File: config.mk
export PLATFORM = sky130hd
export DESIGN_NAME = wiener_stats_sequencer_flat
export DESIGN_NICKNAME = d
export VERILOG_FILES = /design/src/rtl/wiener_pkg.sv /design/src/rtl/wiener_stats_sequencer_if.sv /design/src/rtl/wiener_seq_credit_cnt.sv /design/src/rtl/wiener_stats_sequencer.sv /design/src/flat_wrapper.sv
export SDC_FILE = /design/constraint.sdc
export NUM_CORES = 1
export LEC_CHECK = 0
export ABC_AREA = 1
export ABC_CLOCK_PERIOD_IN_PS = 2900
export CORE_UTILIZATION = 35
export DETAILED_ROUTE_END_ITERATION = 8
export REMOVE_ABC_BUFFERS = 1
export SLEW_MARGIN = 5
export SYNTH_ARGS = -nofsm -noshare
export SYNTH_HDL_FRONTEND = slang
export SYNTH_SLANG_ARGS = --single-unit
File: constraint.sdc
create_clock -name clk -period 2.9 [get_ports clk]
set_clock_uncertainty 0.15 [all_clocks]
set_input_delay 0.87 -clock clk [delete_from_list [all_inputs] [get_ports clk]]
set_output_delay 0.87 -clock clk [all_outputs]
set_load 0.1 [all_outputs]
File: src/rtl/wiener_pkg.sv
// Shared types and constants for the Wiener block-statistics sequencer:
// FSM state encoding, error codes and the in-flight counter width helper.
package wiener_pkg;

    typedef enum logic [2:0] {
        ST_IDLE,
        ST_SOF,
        ST_WAIT_CREDIT,
        ST_STREAM,
        ST_DRAIN,
        ST_DONE,
        ST_ERROR
    } seq_state_t;

    localparam logic [1:0] ERR_NONE     = 2'd0;
    localparam logic [1:0] ERR_CFG      = 2'd1;
    localparam logic [1:0] ERR_UNDERRUN = 2'd2;
    localparam logic [1:0] ERR_SPURIOUS = 2'd3;

    localparam int DEFAULT_MAX_INFLIGHT = 2;

    // Bits needed to hold 0..max_inflight inclusive.
    function automatic int inflight_width(input int max_inflight);
        return $clog2(max_inflight + 1);
    endfunction

    localparam int INFLIGHT_W = inflight_width(DEFAULT_MAX_INFLIGHT);

endpackage

File: src/rtl/wiener_stats_sequencer_if.sv
// Stream-side signals of the sequencer: upstream valid/ready pixel input,
// downstream sample/marker outputs and the datapath completion pulse.
// slave = sequencer side, master = frame reader / datapath side.
interface wiener_stats_sequencer_if #(
    parameter int DATA_WIDTH = 8
);
    logic                  s_valid;
    logic [DATA_WIDTH-1:0] s_data;
    logic                  s_ready;
    logic [DATA_WIDTH-1:0] stats_data;
    logic                  stats_start_data;
    logic                  stats_start_of_frame;
    logic                  stats_end_of_frame;
    logic                  variance_ready;

    modport master (
        output s_valid, s_data, variance_ready,
        input  s_ready, stats_data, stats_start_data,
               stats_start_of_frame, stats_end_of_frame
    );

    modport slave (
        input  s_valid, s_data, variance_ready,
        output s_ready, stats_data, stats_start_data,
               stats_start_of_frame, stats_end_of_frame
    );
endinterface

File: src/rtl/wiener_seq_credit_cnt.sv
// Saturating up/down counter of blocks started but not yet reported done.
// Simultaneous inc and dec leave the count unchanged; a dec with nothing
// outstanding raises underflow and the count stays at zero.
module wiener_seq_credit_cnt
    import wiener_pkg::*;
#(
    parameter int MAX = DEFAULT_MAX_INFLIGHT,
    parameter int W   = INFLIGHT_W
) (
    input  logic clk,
    input  logic rst_n,
    input  logic clr,
    input  logic inc,
    input  logic dec,
    output logic full,
    output logic empty,
    output logic underflow
);
    localparam logic [W-1:0] MAX_V = W'(MAX);

    logic [W-1:0] count_q;

    assign full      = (count_q == MAX_V);
    assign empty     = (count_q == '0);
    assign underflow = dec && !inc && empty;

    // Track outstanding blocks, saturating at both ends.
    always_ff @(posedge clk or negedge rst_n) begin
        if (!rst_n) begin
            count_q <= '0;
        end else if (clr) begin
            count_q <= '0;
        end else if (inc && !dec && !full) begin
            count_q <= count_q + W'(1);
        end else if (dec && !inc && !empty) begin
            count_q <= count_q - W'(1);
        end
    end
endmodule

File: src/rtl/wiener_stats_sequencer.sv
// Frame-level controller feeding the Wiener block-statistics datapath.
// Optional drain/credit watchdog: define WIENER_SEQ_TIMEOUT_EN.
//
// state          | meaning
// ST_IDLE        | waiting for frame_start
// ST_SOF         | start_of_frame pulse on the outputs
// ST_WAIT_CREDIT | waiting for a free credit and s_valid before a block
// ST_STREAM      | accepting a gap-free block of TOTAL_SAMPLES samples
// ST_DRAIN       | all blocks sent, waiting for outstanding variance_ready
// ST_DONE        | frame_done pulse on the outputs
// ST_ERROR       | sticky error, left only via frame_start or reset
module wiener_stats_sequencer
    import wiener_pkg::*;
#(
    parameter int DATA_WIDTH     = 8,
    parameter int TOTAL_SAMPLES  = 8,
    parameter int MAX_INFLIGHT   = DEFAULT_MAX_INFLIGHT
`ifdef WIENER_SEQ_TIMEOUT_EN
    ,
    parameter int TIMEOUT_CYCLES = 1024
`endif
) (
    input  logic                     clk,
    input  logic                     rst_n,
    input  logic                     frame_start,
    input  logic [31:0]              blocks_per_frame,
    wiener_stats_sequencer_if.slave  bus,
    output logic                     busy,
    output logic                     frame_done,
    output logic                     err,
    output logic [1:0]               err_code
);
    localparam int SW = $clog2(TOTAL_SAMPLES);
    localparam int CW = inflight_width(MAX_INFLIGHT);
    localparam logic [SW-1:0] LAST_IDX = SW'(TOTAL_SAMPLES - 1);

    seq_state_t            state_q, state_nxt;
    logic [31:0]           frame_blocks_q;
    logic [31:0]           block_cnt_q;
    logic [SW-1:0]         sample_cnt_q;
    logic [DATA_WIDTH-1:0] data_q;
    logic                  ready_q, start_q, sof_q, eof_q;
    logic                  accept, first, last, frame_end, credit_ok, fs_take, spurious;
    logic                  full, empty, underflow;
    logic                  err_set;
    logic [1:0]            err_code_nxt;

    assign bus.s_ready              = ready_q;
    assign bus.stats_data           = data_q;
    assign bus.stats_start_data     = start_q;
    assign bus.stats_start_of_frame = sof_q;
    assign bus.stats_end_of_frame   = eof_q;

    assign accept    = (state_q == ST_STREAM) && bus.s_valid;
    assign first     = accept && (sample_cnt_q == '0);
    assign last      = accept && (sample_cnt_q == LAST_IDX);
    assign frame_end = last && ((block_cnt_q + 32'd1) == frame_blocks_q);
    // A credit returned this very cycle may be spent immediately.
    assign credit_ok = !full || bus.variance_ready;
    assign fs_take   = frame_start && ((state_q == ST_IDLE) || (state_q == ST_ERROR));
    assign spurious  = underflow && (state_q != ST_ERROR);

`ifdef WIENER_SEQ_TIMEOUT_EN
    localparam int WDW = $clog2(TIMEOUT_CYCLES + 1);
    logic [WDW-1:0] wd_cnt_q;
    logic           wd_run, wd_hit;
    assign wd_run = (state_q == ST_DRAIN) || ((state_q == ST_WAIT_CREDIT) && full);
    assign wd_hit = wd_run && !bus.variance_ready && (wd_cnt_q == WDW'(TIMEOUT_CYCLES - 1));
`else
    logic wd_hit;
    assign wd_hit = 1'b0;
`endif

    wiener_seq_credit_cnt #(
        .MAX (MAX_INFLIGHT),
        .W   (CW)
    ) u_credit (
        .clk       (clk),
        .rst_n     (rst_n),
        .clr       (fs_take),
        .inc       (first),
        .dec       (bus.variance_ready),
        .full      (full),
        .empty     (empty),
        .underflow (underflow)
    );

    // Next-state and error decode; spurious/timeout errors override everything.
    always_comb begin
        state_nxt    = state_q;
        err_set      = 1'b0;
        err_code_nxt = ERR_NONE;
        case (state_q)
            ST_IDLE, ST_ERROR: begin
                if (fs_take) begin
                    if (blocks_per_frame == 32'd0) begin
                        state_nxt    = ST_ERROR;
                        err_set      = 1'b1;
                        err_code_nxt = ERR_CFG;
                    end else begin
                        state_nxt = ST_SOF;
                    end
                end
            end
            ST_SOF: state_nxt = ST_WAIT_CREDIT;
            ST_WAIT_CREDIT: begin
                if (credit_ok && bus.s_valid) state_nxt = ST_STREAM;
            end
            ST_STREAM: begin
                if (!bus.s_valid) begin
                    state_nxt    = ST_ERROR;
                    err_set      = 1'b1;
                    err_code_nxt = ERR_UNDERRUN;
                end else if (frame_end) begin
                    state_nxt = ST_DRAIN;
                end else if (last && !credit_ok) begin
                    state_nxt = ST_WAIT_CREDIT;
                end
            end
            ST_DRAIN: begin
                if (empty) state_nxt = ST_DONE;
            end
            ST_DONE: state_nxt = ST_IDLE;
            default: state_nxt = ST_IDLE;
        endcase
        if (spurious || wd_hit) begin
            state_nxt    = ST_ERROR;
            err_set      = 1'b1;
            err_code_nxt = ERR_SPURIOUS;
        end
    end

    // State, counters and registered outputs (decoded from the next state).
    always_ff @(posedge clk or negedge rst_n) begin
        if (!rst_n) begin
            state_q        <= ST_IDLE;
            frame_blocks_q <= '0;
            block_cnt_q    <= '0;
            sample_cnt_q   <= '0;
            data_q         <= '0;
            ready_q        <= 1'b0;
            start_q        <= 1'b0;
            sof_q          <= 1'b0;
            eof_q          <= 1'b0;
            busy           <= 1'b0;
            frame_done     <= 1'b0;
            err            <= 1'b0;
            err_code       <= ERR_NONE;
`ifdef WIENER_SEQ_TIMEOUT_EN
            wd_cnt_q       <= '0;
`endif
        end else begin
            state_q    <= state_nxt;
            ready_q    <= (state_nxt == ST_STREAM);
            busy       <= (state_nxt != ST_IDLE);
            sof_q      <= (state_nxt == ST_SOF);
            frame_done <= (state_nxt == ST_DONE);
            start_q    <= first;
            eof_q      <= frame_end;
            if (accept) begin
                data_q       <= bus.s_data;
                sample_cnt_q <= sample_cnt_q + SW'(1);
            end
            if (last) block_cnt_q <= block_cnt_q + 32'd1;
            if (fs_take) begin
                frame_blocks_q <= blocks_per_frame;
                block_cnt_q    <= '0;
                sample_cnt_q   <= '0;
                err            <= 1'b0;
                err_code       <= ERR_NONE;
            end
            if (err_set) begin
                err      <= 1'b1;
                err_code <= err_code_nxt;
            end
`ifdef WIENER_SEQ_TIMEOUT_EN
            if (!wd_run || bus.variance_ready) wd_cnt_q <= '0;
            else                               wd_cnt_q <= wd_cnt_q + WDW'(1);
`endif
        end
    end
endmodule

File: src/flat_wrapper.sv
// flat-port wrapper written by rule: the top's interface ports become plain ports
module wiener_stats_sequencer_flat import wiener_pkg::*;
#(
    parameter int DATA_WIDTH     = 8,
    parameter int TOTAL_SAMPLES  = 8,
    parameter int MAX_INFLIGHT   = DEFAULT_MAX_INFLIGHT

)
  (clk, rst_n, frame_start, blocks_per_frame, busy, frame_done, err, err_code, bus_s_valid, bus_s_data, bus_variance_ready, bus_s_ready, bus_stats_data, bus_stats_start_data, bus_stats_start_of_frame, bus_stats_end_of_frame);
  wiener_stats_sequencer_if #(.DATA_WIDTH(DATA_WIDTH)) bus_i ();
  input  logic clk;
  input  logic rst_n;
  input  logic frame_start;
  input  logic [31:0] blocks_per_frame;
  output logic busy;
  output logic frame_done;
  output logic err;
  output logic [1:0] err_code;
  input wire logic [$bits(bus_i.s_valid)-1:0] bus_s_valid;
  input wire logic [$bits(bus_i.s_data)-1:0] bus_s_data;
  input wire logic [$bits(bus_i.variance_ready)-1:0] bus_variance_ready;
  output wire logic [$bits(bus_i.s_ready)-1:0] bus_s_ready;
  output wire logic [$bits(bus_i.stats_data)-1:0] bus_stats_data;
  output wire logic [$bits(bus_i.stats_start_data)-1:0] bus_stats_start_data;
  output wire logic [$bits(bus_i.stats_start_of_frame)-1:0] bus_stats_start_of_frame;
  output wire logic [$bits(bus_i.stats_end_of_frame)-1:0] bus_stats_end_of_frame;
  assign bus_i.s_valid = bus_s_valid;
  assign bus_i.s_data = bus_s_data;
  assign bus_i.variance_ready = bus_variance_ready;
  assign bus_s_ready = bus_i.s_ready;
  assign bus_stats_data = bus_i.stats_data;
  assign bus_stats_start_data = bus_i.stats_start_data;
  assign bus_stats_start_of_frame = bus_i.stats_start_of_frame;
  assign bus_stats_end_of_frame = bus_i.stats_end_of_frame;
  wiener_stats_sequencer #(.DATA_WIDTH(DATA_WIDTH), .TOTAL_SAMPLES(TOTAL_SAMPLES), .MAX_INFLIGHT(MAX_INFLIGHT)) u_core (.clk(clk), .rst_n(rst_n), .frame_start(frame_start), .blocks_per_frame(blocks_per_frame), .bus(bus_i), .busy(busy), .frame_done(frame_done), .err(err), .err_code(err_code));
endmodule
# == Word-level counts from Yosys, hierarchy flattened ==
# Index checks and enable logic that the tools add are counted.
# word_totals
reg_bits,89
# classes
n_reduce_logical,30
eq_ne,12
add_sub_neg,4
mux,30
# op_table
operator,n
$mux 32,2
$add 32x1->32 const B,1
$eq 32x32->1,1
$logic_not 32->1,1
$mux 3,10
$mux 2,8
$pmux 3 s5,1
$logic_and 1x1->1,13
$eq 3x3->1 const B,4
$eq 3x2->1 const B,3
$mux 1,7
$eq 3x1->1 const B,2
$logic_not 3->1,2
$reduce_bool 2->1,3
$reduce_bool 3->1,2
$logic_not 1->1,5
$pmux 2 s2,1
$add 3x1->3 const B,1
$ne 3x3->1 const B,1
$add 2x1->2 const B,1
$eq 2x2->1 const B,1
$logic_not 2->1,1
$logic_or 1x1->1,2
$pmux 1 s2,1
other kinds (2),2

# == Depth between registers and ports, before layout ==
# depth
depth_word,11
ltp_mapped,19
mapped_depth_nobuf,19

# == Cells and area by module ==
# From an unflattened synthesis, not the netlist that was laid out.
# hier_totals
hier_cells,850
area_unflattened_um2,5627.9
# modules_own_cells
mod,area_per_inst_um2,cells_per_inst,instances
wiener_stats_sequencer,5449.0,819,1
wiener_seq_credit_cnt,178.9,31,1

# == Worst setup path before layout ==
# Ideal clock, no wire load.
# synth_path
path_kind,reg2reg
startpoint,register u_core.block_cnt_q[1]
endpoint,register u_core.busy
arrival_ns,1.989
slack_ns,0.642
path_stages_with_launch,19
cell_sequence,dfrtp_1 -> ha_1 -> nand2_2 -> nor2_4 -> nand2_2 -> nor2_2 -> nand2_1 -> nand2_1 -> nand2_1 -> nand2_1 -> nand2_1 -> nor2_1 -> nand3_1 -> nor2_2 -> nand3_2 -> nand2_2 -> nand2_2 -> nor2_2 -> nand2_1
# synth_between
elab_chain_len,8
# synth_lines
element,line,rtl
"start, declared",wiener_stats_sequencer.sv:39,logic [31:0] block_cnt_q;
"start signal, assigned",wiener_stats_sequencer.sv:164,if (last) block_cnt_q <= block_cnt_q + 32'd1;
$add 32x1->32,wiener_stats_sequencer.sv:57,assign frame_end = last && ((block_cnt_q + 32'd1) == frame_blocks_q);
$eq 32x32->1,wiener_stats_sequencer.sv:57,
$logic_and 1x1->1,wiener_stats_sequencer.sv:57,
$mux 3,wiener_stats_sequencer.sv:114,end else if (frame_end) begin
$mux 3,wiener_stats_sequencer.sv:110,if (!bus.s_valid) begin
$pmux 3 s5,wiener_stats_sequencer.sv:93,case (state_q)
$mux 3,wiener_stats_sequencer.sv:126,if (spurious || wd_hit) begin
$reduce_bool 3->1,wiener_stats_sequencer.sv:155,busy <= (state_nxt != ST_IDLE);
"end signal, assigned",wiener_stats_sequencer.sv:155,
"end, declared",wiener_stats_sequencer.sv:28,"output logic busy,"
# No other way between the ends.
# A chain may end at the register's enable or synchronous reset.

# == Final worst setup path ==
# layout_path
startpoint,register u_core.block_cnt_q[0]
endpoint,register u_core.busy
# Same word-level chain as after synthesis.

==> metrics.md <==
| Metric | Value |
|---|---|
| Share of post-route cells with drive strength above 1 | 11.14% |
| Post-layout minimum cycle time | 2.706 ns |
| Endpoint of the worst hold path | u_core.bus.stats_data[3]$_DFFE_PN0P_ |
| Floorplan die height | 125.2 um |
| Cell Pwr Density | 826.4 mW/mm^2 |
| Post-route fraction of the period consumed by the critical path | just over 90% |
| Category of the worst setup path launch point | register |
| First-pass GRT wire length | between 20 and 25 mm |
| Antenna violations before repair | 0 |
| Remaining max-slew budget at the tightest pin | 58.90% |
| Initial standard-cell utilization of the core | between 30% and 40% |
| Mean instance size in the synthesized netlist | 7.043 um^2 |
| Count of flip-flops with a built-in enable after synthesis | 0 |
| Post-CTS Hold Buffers | 0 |
| Placement-stage cell area | 0.006198 mm^2 |
| Number of different library cells in the post-synthesis netlist | 35 |
| Placeable Area | 0.01464 mm^2 |
| Endpoint of the most critical register-to-register path | u_core.busy$_DFF_PN0_ |
| Sort of element at the end of the critical path | register |
| Clock insertion delay at the later pin of the skew report | between 0.3 and 0.4 ns |
| Cell type with the largest total area after synthesis | sky130_fd_sc_hd__dfrtp_1 |
| Width of the die | 125.2 um |
| Data arrival time of the worst path | 2.79 ns |
| Max clock buf depth | 2 |
| Final number of max-transition violations | 0 |
| Most instantiated cells after synthesis | sky130_fd_sc_hd__nand2_1, sky130_fd_sc_hd__inv_1, sky130_fd_sc_hd__dfrtp_1 |
| Reg2reg setup slack | a little under 0.2 ns |
| Maximum fanout count along the critical path | 8 |
| Slew at the pin closest to its max-slew limit | 0.6158 ns |
| Number of global-route vias before repair | 4,815 |
| Hold slack | 0.3273 ns |
| CP Data Required Time | 2.99 ns |
| Half-perimeter wire length after detailed placement | 10.62 mm |
| Wire length after detailed routing | 14.02 mm |
| Number of diodes added for antenna fixing | 0 |
| Worst Hold Launch | u_core.bus.stats_data[3]$_DFFE_PN0P_ |
| Ports | between 60 and 70 |
| Top cells by area, synth | sky130_fd_sc_hd__dfrtp_1, sky130_fd_sc_hd__nand2_1, sky130_fd_sc_hd__inv_1 |
| Number of buffers inserted by port buffering | 61 |
| Number of detailed-route iterations in the first pass | 7 |
| Antenna Nets Post-Route | 0 |
| Status | finished clean |
| Commonest register cell after synthesis | sky130_fd_sc_hd__dfrtp_1 |
| Post-layout total power | 5.421 mW |
| Routed vias | 4,898 |
| Htree depth | 3 |
| Via density per instance | slightly below 5 |
| Worst vdd rail ir drop | about 0.63 mV |
| Final routed wire length divided by cell count | 13.76 um |
| Cell at the root of the clock tree | sky130_fd_sc_hd__clkbuf_16 |
| Setup violators final | 0 |
| Number of non-filler instances in the completed layout | a little over 1,000 |
| Die Area | 0.01567 mm^2 |
| Maximum number of pins on one net before global-route repair | 40 |
| DRC marker count from the first detailed-route iteration | 317 |
| Num CTS Buffers | 9 |
| Worst min-delay path class | register to register |
| Final #Nets | 880 |
| Remaining routing DRC violations | 0 |
| Cell depth of the worst hold path | 2 |
| Synthesis warning total | 0 |
| Cell count after placement | roughly 1,000 |
| Number of storage elements in the synthesis netlist | between 80 and 90 |
| Gpl congestion | 0.8216 |
| Grt ovf | 0 |
| Static leakage | 3.261 nW |
| Design area | 0.006560 mm^2 |
| Filler Cell Count | roughly 1,500 |
| Layout Utilization | between 40% and 50% |
| Post-synth ARST share | 100.0% |
| Beginning of the worst register-to-register path | u_core.block_cnt_q[0]$_DFFE_PN0P_ |
| Startpoint-to-endpoint class of the critical path | register to register |
| Area growth from synthesis to layout | 23.54% |
| Max-cap violations | 0 |
| Worst reg-to-reg path cell count | 18 |
| Number of instances in the synthesized netlist | 754 |
| Post-CTS clock slew at the launch and capture registers of the worst setup and hold paths | 0.06 ns |
| Netlist area before placement | 0.005310 mm^2 |
| Core Rows | 44 |
| Final hold violations | 0 |
| Sequential area share after synthesis | 41.94% |
| Share of the synthesized area in the top cell type | 41.94% |
| CTS tree | done |
| Top-count cell post-synth | sky130_fd_sc_hd__nand2_1 |
| Number of clock sinks seen by CTS | 89 |
| GRT Resource Usage Total | 19.04% |
| Fmax | approximately 0.37 GHz |
==> metrics by stage <==
stage	setup WS (ns)	TNS, ns
6_report	0.1940	0
5_1_grt	-0.01447	-0.01447
4_1_cts	0.1959	0
3_5_place_dp	-0.003927	-0.003927
3_3_place_gp	0.04361	0
2_1_floorplan	-0.06664	-0.1403
==> per-layer routing <==
metal,wire length [um],up-vias,GRT usage [%]
met5,0,-,0
met4,285,0,7.532
li1,-,2554,-
met3,555,21,2.696
met2,6403,93,31.12
met1,6774,2230,25.47
==> cell families after synthesis <==
group	after synthesis	share of synthesized area (%)
flip-flops	89	41.94
AO/OA/AOI/OAI	69	7.399
XOR/XNOR	6	1.249
adder cells (fa/ha/maj)	4	0.9425
buffers and inverters	117	8.270
AND/OR/NAND/NOR	469	40.20
==> worst max path at each step <==
stage | startpoint | to | slack, ns | cells past startpoint
CTS | u_core.block_cnt_q[0]$_DFFE_PN0P_ | u_core.busy$_DFF_PN0_ | 0.20 | 16
floorplan | frame_start | u_core.u_credit.count_q[0]$_DFFE_PN0P_ | -0.07 | 5
finish | u_core.block_cnt_q[0]$_DFFE_PN0P_ | u_core.busy$_DFF_PN0_ | 0.19 | 18
detailed placement | blocks_per_frame[9] | u_core.busy$_DFF_PN0_ | -0.004 | 11
global placement | blocks_per_frame[9] | u_core.busy$_DFF_PN0_ | 0.04 | 11
global route | u_core.block_cnt_q[0]$_DFFE_PN0P_ | u_core.busy$_DFF_PN0_ | -0.01 | 18
==> cell usage in the layout (no fill, tap or decap), types with 5 or more instances in the layout <==
cell type,n
sky130_fd_sc_hd__buf_4,35
sky130_fd_sc_hd__clkbuf_16,9
sky130_fd_sc_hd__clkdlybuf4s50_1,43
sky130_fd_sc_hd__dfrtp_1,89
sky130_fd_sc_hd__inv_1,100
sky130_fd_sc_hd__nand2_1,262
sky130_fd_sc_hd__nand2_2,14
sky130_fd_sc_hd__nand3_1,67
sky130_fd_sc_hd__nand3b_1,11
sky130_fd_sc_hd__nand4_1,15
sky130_fd_sc_hd__nor2_1,66
sky130_fd_sc_hd__nor2_2,8
sky130_fd_sc_hd__nor2_4,5
sky130_fd_sc_hd__o21ai_0,38
sky130_fd_sc_hd__o22ai_1,20
==> cell type report <==
cell class | count | area, um^2 | share of cell area [%]
clock inverters | 4 | 76.32 | 1.163
repair buffers | 80 | 733.2 | 11.18
inverters | 103 | 386.6 | 5.894
well taps | 184 | 230.2 | 3.509
clock buffers | 11 | 252.7 | 3.853
multi-input cells | 548 | 2654 | 40.45
flip-flops and latches | 89 | 2227 | 33.95
==> worst max-delay path, cell delays in order, from the launching register on <==
cell and delay [ns]:
sky130_fd_sc_hd__dfrtp_1 0.41, sky130_fd_sc_hd__ha_2 0.23, sky130_fd_sc_hd__nand2_2 0.09, sky130_fd_sc_hd__nor2_4 0.25
sky130_fd_sc_hd__nand2_4 0.13, sky130_fd_sc_hd__nor2_8 0.17, sky130_fd_sc_hd__nand2_1 0.07, sky130_fd_sc_hd__nand2_1 0.08
sky130_fd_sc_hd__nand2_1 0.07, sky130_fd_sc_hd__nand2_1 0.06, sky130_fd_sc_hd__nand2_1 0.04, sky130_fd_sc_hd__nor2_1 0.12
sky130_fd_sc_hd__nand2_1 0.08, sky130_fd_sc_hd__nor2_2 0.20, sky130_fd_sc_hd__nand3_4 0.13, sky130_fd_sc_hd__nand2_2 0.08
sky130_fd_sc_hd__nand2_2 0.07, sky130_fd_sc_hd__nor2_2 0.10, sky130_fd_sc_hd__nand2_1 0.05
==> what timing repair did <==
action / 4_1_cts / 5_1_grt
setup endpoints to repair: 0 / 4
resized for setup: 0 / 2
buffers inserted: 0 / 3
endpoints found under the hold margin: 0 / 0
==> power breakdown <==
part | switching [mW] | internal (mW) | total [mW] | leakage (nW)
Combinational | 1.56 | 0.694 | 2.25 | 1.94
Clock | 0.503 | 0.799 | 1.30 | 0.158
Sequential | 0.267 | 1.60 | 1.86 | 1.16
==> registers in the layout, summed over array words and instances, names as in the netlist <==
name and cells:
u_core.busy 1, u_core.bus.stats_start_data 1, u_core.state_q 3, u_core.u_credit.count_q 2, u_core.sample_cnt_q 3, u_core.frame_blocks_q 32, u_core.err_code 2, u_core.bus.stats_end_of_frame 1
u_core.bus.stats_data 8, u_core.block_cnt_q 32, u_core.err 1, u_core.bus.s_ready 1, u_core.frame_done 1, u_core.bus.stats_start_of_frame 1
(Power assumes the default switching activity.)
